File: config.mk
export PLATFORM = sky130hd
export DESIGN_NAME = tt_um_pipeline_cleaner_tx
export DESIGN_NICKNAME = d
export VERILOG_FILES = /design/src/rtl/tt_um_pipeline_cleaner_tx.sv
export SDC_FILE = /design/constraint.sdc
export NUM_CORES = 1
export LEC_CHECK = 0
export ABC_AREA = 1
export BUFFER_PORTS_ARGS = -buffer_cell sky130_fd_sc_hd__buf_2
export CORE_UTILIZATION = 52
export CTS_CLUSTER_SIZE = 10
export DETAILED_ROUTE_END_ITERATION = 8
export GPL_TIMING_DRIVEN = 0
export PLACE_DENSITY_LB_ADDON = 0.3
export SYNTH_ARGS = -nofsm -noshare
export SYNTH_HDL_FRONTEND = slang
export SYNTH_SLANG_ARGS = --single-unit
File: constraint.sdc
create_clock -name clk -period 1.7 [get_ports clk]
set_input_delay 0.085 -clock clk [delete_from_list [all_inputs] [get_ports clk]]
set_output_delay 0.085 -clock clk [all_outputs]
set_load 0.005 [all_outputs]
File: src/rtl/tt_um_pipeline_cleaner_tx.sv
`default_nettype none
// ============================================================================
// Module      : tt_um_pipeline_cleaner_tx
// Description : Tiny Tapeout tile that sends the byte on ui_in as one 8N1 UART
//               frame on uio[2]. A frame is started by a rising edge on
//               uio_in[0], which is synchronised to clk first. uio[1] shows
//               busy and uio[3] gives a one-cycle done pulse.
// Revision    : 1.0 - initial release
// ============================================================================
module tt_um_pipeline_cleaner_tx #(
    parameter int CLKS_PER_BIT = 16
) (
    input  logic       clk,
    input  logic       rst_n,
    input  logic       ena,
    input  logic [7:0] ui_in,
    output logic [7:0] uo_out,
    input  logic [7:0] uio_in,
    output logic [7:0] uio_out,
    output logic [7:0] uio_oe
);

    localparam int CNT_W = (CLKS_PER_BIT > 1) ? $clog2(CLKS_PER_BIT) : 1;
    localparam logic [CNT_W-1:0] C_CNT_LAST = CNT_W'(CLKS_PER_BIT - 1);
    localparam logic [7:0]       C_UIO_OE   = 8'b0000_1110;

    typedef enum logic [1:0] {
        ST_IDLE  = 2'd0,
        ST_START = 2'd1,
        ST_DATA  = 2'd2,
        ST_STOP  = 2'd3
    } state_t;

    state_t           state_q,   state_d;
    logic             s1_q,      s1_d;
    logic             s2_q,      s2_d;
    logic             s3_q,      s3_d;
    logic [7:0]       shift_q,   shift_d;
    logic [2:0]       bit_idx_q, bit_idx_d;
    logic [CNT_W-1:0] cnt_q,     cnt_d;
    logic             tx_q,      tx_d;
    logic             busy_q,    busy_d;
    logic             done_q,    done_d;
    logic [7:0]       data_q,    data_d;

    logic w_start_pulse;
    logic w_bit_end;

    // Unused inputs are gathered here so they are consumed explicitly.
    logic unused_ok;
    assign unused_ok = &{1'b0, ena, uio_in[7:1]};

    // Two-flop synchroniser plus history flop; the pulse marks a fresh 0->1.
    always_comb begin
        s1_d = uio_in[0];
        s2_d = s1_q;
        s3_d = s2_q;
    end

    assign w_start_pulse = s2_q & ~s3_q;
    assign w_bit_end     = (cnt_q == C_CNT_LAST);

    // Frame sequencer: next state, baud counting, shifting and output levels.
    always_comb begin
        state_d   = state_q;
        shift_d   = shift_q;
        bit_idx_d = bit_idx_q;
        cnt_d     = cnt_q;
        tx_d      = tx_q;
        busy_d    = busy_q;
        done_d    = 1'b0;
        data_d    = data_q;

        case (state_q)
            ST_IDLE: begin
                tx_d   = 1'b1;
                busy_d = 1'b0;
                // Pulses seen in any other state are simply dropped.
                if (w_start_pulse) begin
                    state_d = ST_START;
                    shift_d = ui_in;
                    data_d  = ui_in;
                    cnt_d   = '0;
                    tx_d    = 1'b0;
                    busy_d  = 1'b1;
                end
            end
            ST_START: begin
                if (w_bit_end) begin
                    state_d   = ST_DATA;
                    cnt_d     = '0;
                    bit_idx_d = 3'd0;
                    tx_d      = shift_q[0];
                end else begin
                    cnt_d = cnt_q + CNT_W'(1);
                end
            end
            ST_DATA: begin
                if (w_bit_end) begin
                    cnt_d = '0;
                    if (bit_idx_q == 3'd7) begin
                        state_d = ST_STOP;
                        tx_d    = 1'b1;
                    end else begin
                        // tx takes the bit that becomes shift[0] after this shift.
                        shift_d   = {1'b0, shift_q[7:1]};
                        bit_idx_d = bit_idx_q + 3'd1;
                        tx_d      = shift_q[1];
                    end
                end else begin
                    cnt_d = cnt_q + CNT_W'(1);
                end
            end
            ST_STOP: begin
                if (w_bit_end) begin
                    state_d = ST_IDLE;
                    cnt_d   = '0;
                    busy_d  = 1'b0;
                    done_d  = 1'b1;
                end else begin
                    cnt_d = cnt_q + CNT_W'(1);
                end
            end
            default: begin
                state_d = ST_IDLE;
                tx_d    = 1'b1;
                busy_d  = 1'b0;
            end
        endcase
    end

    // State and output registers; reset forces an idle, quiet line at once.
    always_ff @(posedge clk or negedge rst_n) begin
        if (!rst_n) begin
            state_q   <= ST_IDLE;
            s1_q      <= 1'b0;
            s2_q      <= 1'b0;
            s3_q      <= 1'b0;
            shift_q   <= 8'h00;
            bit_idx_q <= 3'd0;
            cnt_q     <= '0;
            tx_q      <= 1'b1;
            busy_q    <= 1'b0;
            done_q    <= 1'b0;
            data_q    <= 8'h00;
        end else begin
            state_q   <= state_d;
            s1_q      <= s1_d;
            s2_q      <= s2_d;
            s3_q      <= s3_d;
            shift_q   <= shift_d;
            bit_idx_q <= bit_idx_d;
            cnt_q     <= cnt_d;
            tx_q      <= tx_d;
            busy_q    <= busy_d;
            done_q    <= done_d;
            data_q    <= data_d;
        end
    end

    assign uo_out  = data_q;
    assign uio_out = {4'b0000, done_q, tx_q, busy_q, 1'b0};
    assign uio_oe  = C_UIO_OE;

endmodule
`default_nettype wire
==> results of run 1 <==
[worst paths after layout]
kind	from	to	slack [ps]	depth (start not counted)
setup / recovery	state_q[0]	shift_q[5]	110	10
hold / removal	ui_in[4]	uo_out[4]	20	3
setup reg to reg	state_q[0]	shift_q[5]	110	10
hold reg to reg	s1_q	s2_q	350	0
max in group asynchronous	rst_n	state_q[1]	910	2
min in group asynchronous	rst_n	done_q	330	2
[report_power, final]
group,switching (mW),internal (mW),leakage (nW),total (mW)
clock,0.235,0.243,0.0386,0.478
sequential,0.177,1.05,0.386,1.23
combinational,0.931,0.722,0.665,1.65
[final cells by class]
type | instances | share of cell area (%)
timing repair buffer | 26 | 7.481
buffer | 21 | 7.980
clock buffer | 8 | 3.429
sequential | 31 | 38.78
multi-input combinational | 130 | 36.28
inverter | 17 | 3.304
tap | 44 | 2.743
[flip-flops by register name (all words and copies together) (netlist names)]
signal,count
done_q,1
busy_q,1
s3_q,1
cnt_q,4
s1_q,1
tx_q,1
uo_out,8
state_q,2
shift_q,8
bit_idx_q,3
s2_q,1
[cells in the mapped netlist]
cell	count
nand2_1	49
dfrtp_1	30
buf_4	17
inv_1	14
ha_1	10
nand3_1	9
o21ai_0	9
o21ai_1	9
o21ai_2	8
nand2_2	4
nand4_1	4
a21oi_1	3
nor2_1	3
or2_2	3
buf_2	2
buf_6	2
conb_1	2
inv_2	2
a21boi_1	1
dfstp_2	1
inv_4	1
mux2i_1	1
nand3_2	1
nand3_4	1
o21ai_4	1
xor2_1	1
[metrics by stage]
stage	power, mW	util (%)
finish	3.358	65.20
global route	3.696	65.20
CTS	3.359	64.35
detailed placement	2.861	61.46
global placement	2.826	61.46
floorplan	2.481	-
[layer usage]
metal / up-vias / part of all wire (%)
li1: 662 / -
met1: 567 / 46
met2: 27 / 47
met3: 8 / 4.3
met4: 0 / 2.4
met5: - / 0
[kinds of logic after synthesis]
group | share of synthesized area [%]
simple gates | 19.91
other cells | 0.4443
mux | 0.5922
compound gates | 11.77
buf+inv | 13.40
fa+ha+maj | 7.402
xor+xnor | 0.5182
flops | 45.97
[worst min-delay path, cell delays in order]
cell,delay (ps)
buf_2,100
inv_1,60
o21ai_1,70
[cells in the final DEF (no fill, tap or decap), drive strengths merged]
cell,n
a21oi,3
a21boi,1
ha,10
clkbuf,8
mux2i,1
nor2,3
dfrtp,30
buf,44
xor2,1
nand3,11
nand4,4
or2,3
conb,13
inv,17
nand2,53
o21ai,27
dlygate4sd3,3
dfstp,1
[timing repair]
item | CTS | global route
resized for setup | 0 | 1
endpoints found under the hold margin | 31 | 1
hold buffers | 2 | 1
endpoints found under the setup margin | 0 | 12
buffers inserted | 0 | 2
==> results.json, run 1 <==
{
  "worst_slew_pin_slew_ps": 657.3,
  "met1_usage_pct": 21.92,
  "yosysTopAreaCell": "dfrtp_1",
  "drive_above_1_share_pct": 31.76,
  "grtUsageMet2_pct": 33.28,
  "globalRouteOverflowTotal": 0,
  "crit_path_frequent_cell": "buf_6",
  "crit_path_top_delay_cell": "dfrtp_1",
  "firstDrtPassIters": 4,
  "die_y_microns": 59.02,
  "yosysWarnings": 0,
  "fin_tns_setup_ps": 0,
  "drt-initial-drc-count": 54,
  "setup_ws_ps": 105.9,
  "avgViaCountPerCell": 4.563,
  "power_density_nw_per_um2": 1673,
  "postRouteAntennaNets": 0,
  "dp_slack_ps": 22.88,
  "fin_cells": 277,
  "ys_types": 26,
  "insertion_delay_ps": 330,
  "clock-root-buffer": "clkbuf_4",
  "yosysTopAreaCellShare_pct": 44.41,
  "clk_path_buf_depth": 2,
  "fp.dieW_microns": 59.02,
  "fin_nets": 261,
  "antenna_found_initial": 0,
  "worst-path-max-fanout": 10,
  "rsz0062_at_grt": "false",
  "fill_cells": 262,
  "place_inst": 264,
  "cts_tree": "yes",
  "fmax_mhz": 627.3,
  "path_class": "flip-flop to flip-flop",
  "worstPathCellList": "inv_1 -> ha_1 -> buf_6 -> inv_4 -> nand2_2 -> o21ai_4 -> nand3_4 -> buf_6 -> nand2_1 -> o21ai_2",
  "ys_ff_latch": 31,
  "wl_per_cell_microns": 10.19,
  "finalCritPeriodShare_pct": 93.77,
  "crit_path_start_kind": "flip-flop",
  "hold_slack_ps": 18.65,
  "first_global_vias": 1186,
  "grt_max_degree": 32,
  "final_area_sq_um": 2007,
  "power.leakage_nw": 1.090,
  "seq_area_frac_synth_pct": 45.97,
  "cts_sinks": 31,
  "ir_worst_vdd_v": 0.0008697,
  "critPathArrivalTime_ps": 1810,
  "critical_path_buf_inv_count": 4,
  "cpPeakStageDelay_ps": 380,
  "finalMaxSlewViolations": 0,
  "max_cap_violations": 0,
  "cts-htree-levels": 2,
  "hp-class": "input port to flip-flop",
  "grt_util_met3_pct": 5.677,
  "syn_inst": 188,
  "die-area_sq_um": 3483,
  "hold_violations": 0,
  "placed_area_sq_um": 1892,
  "netlist_area_sq_um": 1690,
  "worst_ep_required_time_ps": 1910,
  "cts_buffers": 5,
  "io_buffers": 21,
  "track_usage_pct": 19.60,
  "core_sq_um": 3078,
  "period_needed_ps": 1594,
  "grt_first_pass_wirelength_microns": 4919,
  "clk_pin_slew_ps": 90,
  "synthTopCellsByArea": "dfrtp_1 (44%), nand2_1 (11%), buf_4 (7.5%), ha_1 (7.4%), o21ai_2 (4.1%)",
  "grt-busiest-layer": "met2",
  "finalSetupViolCount": 0,
  "cp_top_family": "buffers and inverters",
  "slew_headroom_pct": 56.18,
  "synth_area_per_cell_sq_um": 8.991,
  "critPathCaptureType": "flip-flop",
  "status": "finished clean",
  "fin_worst_skew_ps": 7.792,
  "start_util_pct": 54.92,
  "antenna_cells": 0,
  "multi_input_area_sq_um": 728.2,
  "place.gp.congestion": 0.8165,
  "num_vias": 1264,
  "ff_latch_area_sq_um": 778.2,
  "rows": 20,
  "synthToLayoutAreaGrowth_pct": 18.73,
  "drc": 0,
  "finalWirelength_microns": 2823,
  "io_pins": 43,
  "place_hpwl_microns": 2068
}
No activity file was read; power rests on OpenSTA's default activity.
==> run 2: changes to the inputs <==
Settings changed: ABC_AREA 1 to default.
==> results.json, run 2 <==
{
  "synthToLayoutAreaGrowth_pct": 34.59,
  "cts_tree": "yes",
  "power_density_nw_per_um2": 1562,
  "final_common_cell": "nand2_1",
  "max_cap_violations": 0,
  "rrSetupSlack_ps": -80,
  "start_util_pct": 55.12,
  "cp_top_family": "flip-flops",
  "postRouteAntennaNets": 0,
  "insertion_delay_ps": 330,
  "die-area_sq_um": 3495,
  "fin_worst_skew_ps": 8.786,
  "rr_endpoint": "state_q[1]",
  "synth.most_common_cell": "nand2_1",
  "place.gp.congestion": 0.7501,
  "ff_latch_area_sq_um": 779.5,
  "yosysTopAreaCell": "dfrtp_1",
  "critPathArrivalTime_ps": 2000,
  "synth_edf_count": 0,
  "power.leakage_nw": 1.109,
  "finalCoreUtilization_pct": 74.19,
  "track_usage_pct": 24.71,
  "final_area_sq_um": 2283,
  "ys_ff_latch": 31,
  "hold_violations": 0,
  "io_buffers": 21,
  "firstDrtPassIters": 4,
  "yosysTopAreaCellShare_pct": 44.25,
  "io_pins": 43,
  "yosysWarnings": 0,
  "grt_max_degree": 32,
  "ys_types": 33,
  "globalRouteOverflowTotal": 0,
  "status": "finished, violations left",
  "hp-class": "input port to asynchronous set/reset pin",
  "crit_path_start_kind": "flip-flop",
  "avgViaCountPerCell": 5.254,
  "slew_headroom_pct": 54.74,
  "drive_above_1_share_pct": 37.71,
  "placed_area_sq_um": 1914,
  "finalCritPeriodShare_pct": 104.5,
  "antenna_cells": 0,
  "finalWirelength_microns": 3720,
  "ir_worst_vdd_v": 0.0007865,
  "period_needed_ps": 1776,
  "clk_path_buf_depth": 2,
  "fmax_mhz": 563.0,
  "mostFrequentLayoutCells": "nand2_1 (32), dfrtp_1 (28), buf_4 (26), buf_2 (23), nand3_1 (15)",
  "cts_buffers": 5,
  "critical_path_buf_inv_count": 1,
  "drc": 0,
  "worstRegToRegCells": 5,
  "clock-root-buffer": "clkbuf_4",
  "critPathCaptureType": "flip-flop",
  "fp.dieW_microns": 59.12,
  "num_vias": 1471,
  "die_y_microns": 59.12,
  "hold_slack_ps": 307.9,
  "cts_sinks": 31,
  "ys_top_cells_by_count": "nand2_1 (32), dfrtp_1 (30), buf_4 (16), nand3_1 (16)",
  "crit_path_top_delay_cell": "dfrtp_2",
  "fin_nets": 264,
  "reg2reg_from": "state_q[1]",
  "seq_area_frac_synth_pct": 45.80,
  "rsz0062_at_grt": "true",
  "syn_inst": 177,
  "finalSetupViolCount": 2,
  "multi_input_area_sq_um": 925.9,
  "setup_ws_ps": -76.18,
  "antenna_found_initial": 0,
  "worst-path-max-fanout": 6,
  "synthTopCellsByArea": "dfrtp_1 (44%), ha_1 (7.4%), buf_4 (7.1%), nand2_1 (7.1%), nand3_1 (4.7%)",
  "fill_cells": 229,
  "finalMaxSlewViolations": 0,
  "worst_ep_required_time_ps": 1920,
  "clk_pin_slew_ps": 100,
  "wl_per_cell_microns": 13.29,
  "drt-initial-drc-count": 45,
  "first_global_vias": 1418,
  "cpPeakStageDelay_ps": 470,
  "worst_slew_pin_slew_ps": 679.0,
  "synth-async-reset-ratio_pct": 100.0,
  "path_class": "flip-flop to flip-flop",
  "failed_checks": "setup timing",
  "cts-htree-levels": 2,
  "ys.flop_type": "dfrtp_1",
  "core_sq_um": 3078,
  "grt_first_pass_wirelength_microns": 6265,
  "netlist_area_sq_um": 1697,
  "worstPathCellList": "inv_4 -> ha_4 -> or3_4 -> a221oi_4 -> mux2_4",
  "place_hpwl_microns": 2453,
  "rows": 20,
  "synth_area_per_cell_sq_um": 9.585
}
run 2: area by class of cell:
| cell class | instances | share of cell area, % |
|---|---|---|
| inverter | 5 | 1.041 |
| timing repair buffer | 41 | 12.27 |
| buffer | 20 | 6.411 |
| tap | 44 | 2.411 |
| clock inverter | 1 | 0.3288 |
| clock buffer | 7 | 2.849 |
| sequential | 31 | 34.14 |
| multi-input combinational | 131 | 40.55 |
run 2: per-stage QoR:
stage / total power [mW] / std cells / setup WS, ps / TNS [ps]
final: 3.566 / 280 / -76.18 / -85.40
after global routing: 3.830 / 280 / -133.4 / -559.7
after CTS: 3.405 / 277 / -109.7 / -313.1
after detailed placement: 2.650 / 253 / -291.1 / -2405
after global placement: 2.579 / 253 / -215.5 / -1618
after floorplan: 2.261 / 188 / -31.42 / -31.42
run 2: how the worst max path moves through the flow:
| stage | startpoint | end | slack [ps] | cells past startpoint |
|---|---|---|---|---|
| CTS | state_q[1] | state_q[1] | -110 | 5 |
| floorplan | state_q[1] | state_q[1] | -30 | 5 |
| finish | state_q[1] | state_q[1] | -80 | 5 |
| global route | state_q[1] | state_q[1] | -130 | 5 |
| global placement | state_q[0] | shift_q[4] | -220 | 7 |
| detailed placement | state_q[0] | shift_q[0] | -290 | 7 |
run 2: cells by family (layout without fill, tap and decap cells):
group	count (synthesis)	in the layout	synth area share (%)
AO/OA/AOI/OAI	32	32	13.94
AND/OR/NAND/NOR	73	73	20.87
buffers and inverters	26	74	9.440
flip-flops	31	31	45.80
other	2	13	0.4426
adder cells (fa/ha/maj)	10	10	7.375
multiplexers	3	3	2.138
run 2: layer usage:
metal  part of all wire, %  routed length (microns)  up-vias  track usage [%]
li1                      -                        -      707                -
met1                    44                     1625      713            30.31
met2                    50                     1870       43            41.40
met3                   4.4                      162        8            4.585
met4                   1.6                       61        0            12.93
met5                     0                        0        -                0
run 2: power by group:
group / leakage [nW] / switching [mW] / internal, mW
Sequential: 0.391 / 0.238 / 1.01
Clock: 0.0375 / 0.259 / 0.241
Combinational: 0.680 / 0.933 / 0.886
Total: 1.11 / 1.43 / 2.14
run 2: worst reg2reg max path: stages (launching register included):
cell,delay (ps)
dfrtp_2,470
inv_4,70
ha_4,160
or3_4,370
a221oi_4,280
mux2_4,320
run 2: what timing repair did:
item                                    in CTS  in global routing
endpoints found under the setup margin      21                 16
hold buffers                                10                  0
pin swaps                                   12                  5
buffers inserted                             6                  4
hold endpoints to repair                    44                  0
resized for setup                           22                 10
==> run 3: changes to the inputs <==
Settings changed: CORE_UTILIZATION 52 to 36, SLEW_MARGIN from default to 10.
==> results.json, run 3 (synthesis gave the netlist of run 2 again) <==
{
  "place.gp.congestion": 0.7944,
  "avgViaCountPerCell": 4.982,
  "cts_buffers": 5,
  "cp_top_family": "flip-flops",
  "drive_above_1_share_pct": 38.86,
  "cpPeakStageDelay_ps": 440,
  "hp-class": "input port to flip-flop",
  "start_util_pct": 38.18,
  "worstHoldEndpoint": "uo_out[7]",
  "grt_first_pass_wirelength_microns": 6230,
  "fill_cells": 422,
  "antenna_found_initial": 0,
  "globalRouteOverflowTotal": 0,
  "track_usage_pct": 16.08,
  "path_class": "flip-flop to flip-flop",
  "fp.dieW_microns": 70.65,
  "setup_ws_ps": -54.92,
  "reg2reg_from": "state_q[0]",
  "core_sq_um": 4444,
  "finalWirelength_microns": 3571,
  "worst_ep_required_time_ps": 1870,
  "worst_slew_pin_slew_ps": 699.7,
  "die_y_microns": 70.65,
  "power.leakage_nw": 1.098,
  "clock-root-buffer": "clkbuf_8",
  "placed_area_sq_um": 1924,
  "total_power_mw": 3.698,
  "worstRegToRegCells": 5,
  "cts-htree-levels": 2,
  "clk_path_buf_depth": 2,
  "wl_per_cell_microns": 12.71,
  "worstPathCellList": "inv_4 -> ha_4 -> or3_4 -> a221oi_4 -> mux2_4",
  "grt_max_degree": 32,
  "finalMaxSlewViolations": 0,
  "max_cap_violations": 0,
  "rsz0062_at_grt": "true",
  "place_hpwl_microns": 2395,
  "insertion_delay_ps": 280,
  "slew_headroom_pct": 53.36,
  "finalCritPeriodShare_pct": 103.2,
  "synthToLayoutAreaGrowth_pct": 32.15,
  "place_inst": 261,
  "failed_checks": "DRC, setup timing",
  "firstDrtPassIters": 6,
  "ir_worst_vdd_v": 0.0006693,
  "worst-path-max-fanout": 5,
  "rr_endpoint": "state_q[1]",
  "clk_pin_slew_ps": 70,
  "crit_path_start_kind": "flip-flop",
  "hold_depth": 3,
  "status": "finished, violations left",
  "io_buffers": 21,
  "final_common_cell": "nand2_1",
  "fin_cells": 281,
  "fmax_mhz": 569.8,
  "num_vias": 1400,
  "fin_tns_setup_ps": -82.25,
  "rrSetupSlack_ps": -50,
  "rows": 24,
  "fin_worst_skew_ps": 5.918,
  "antenna_cells": 0,
  "finalCoreUtilization_pct": 50.45,
  "cts_sinks": 31,
  "finalSetupViolCount": 4,
  "drt-initial-drc-count": 70,
  "critPathArrivalTime_ps": 1930,
  "first_global_vias": 1413,
  "drc": 6,
  "hold_violations": 0,
  "crit_path_top_delay_cell": "dfrtp_2",
  "hp-start": "ui_in[7]",
  "die-area_sq_um": 4991,
  "postRouteAntennaNets": 0,
  "cts_tree": "yes",
  "final_area_sq_um": 2242,
  "critPathCaptureType": "flip-flop",
  "period_needed_ps": 1755,
  "mostFrequentLayoutCells": "nand2_1 (32), dfrtp_1 (28), buf_4 (27), buf_2 (22), nand3_1 (15)",
  "io_pins": 43,
  "fin_nets": 257,
  "critical_path_buf_inv_count": 1,
  "power_density_nw_per_um2": 1649
}
## run 3: changes by cell type in the layout (fill, tap and decap cells not counted), sizes merged
cell | previous run | this run
clkbuf | 8 | 10
clkinvlp | 1 | 0
dlygate4sd3 | 10 | 2
## run 3: repair_timing
item | CTS | global route
pin swaps | 11 | 2
gates resized for setup | 25 | 6
endpoints found under the hold margin | 31 | 0
hold buffers | 2 | 0
setup buffers | 9 | 2
setup endpoints to repair | 19 | 14
## run 3: worst max path at each step
stage	slack (ps)	to	start	depth (start not counted)
after global placement	-300	shift_q[4]	state_q[0]	7
after global routing	-130	state_q[1]	state_q[1]	5
after floorplan	-30	state_q[1]	state_q[1]	5
final	-50	state_q[1]	state_q[0]	5
after detailed placement	-300	shift_q[4]	state_q[0]	7
after CTS	-80	state_q[1]	state_q[1]	5
## run 3: final cells by class
cell class | instances | area, sq um | area share (%)
Clock buffer | 8 | 100.1 | 4.464
Buffer | 20 | 146.4 | 6.529
Inverter | 5 | 23.77 | 1.060
Sequential cell | 31 | 779.5 | 34.77
Timing Repair Buffer | 34 | 207.7 | 9.263
Tap cell | 52 | 65.06 | 2.902
Multi-Input combinational cell | 131 | 919.6 | 41.02
## run 3: worst reg2reg max path, delay by kind of cell, from the launching register on
kind                       cells  cell delay, ps
AOI/OAI and AO/OA              1             260
adders and majority gates      1             160
buffers and inverters          1              70
DFF                            1             440
muxes                          1             320
and+or+nand+nor                1             390
## run 3: power by group
group	leakage (nW)	switching [mW]	total [mW]	internal [mW]
Combinational	0.655	0.927	1.82	0.897
Sequential	0.391	0.225	1.24	1.01
Clock	0.0515	0.269	0.638	0.369
## run 3: metrics by stage
stage	setup slack, ps	hold WS, ps
final	-54.92	15.43
after global routing	-132.2	33.65
after CTS	-82.93	9.062
after detailed placement	-295.9	183.3
after global placement	-304.3	175.0
after floorplan	-31.42	-210.6
## run 3: metal layers
metal	GRT usage [%]	vias up	part of all wire, %
met4	6.889	0	1.8
met3	4.558	8	4.7
met5	0	-	0
met2	26.86	35	48
li1	-	693	-
met1	19.56	664	45
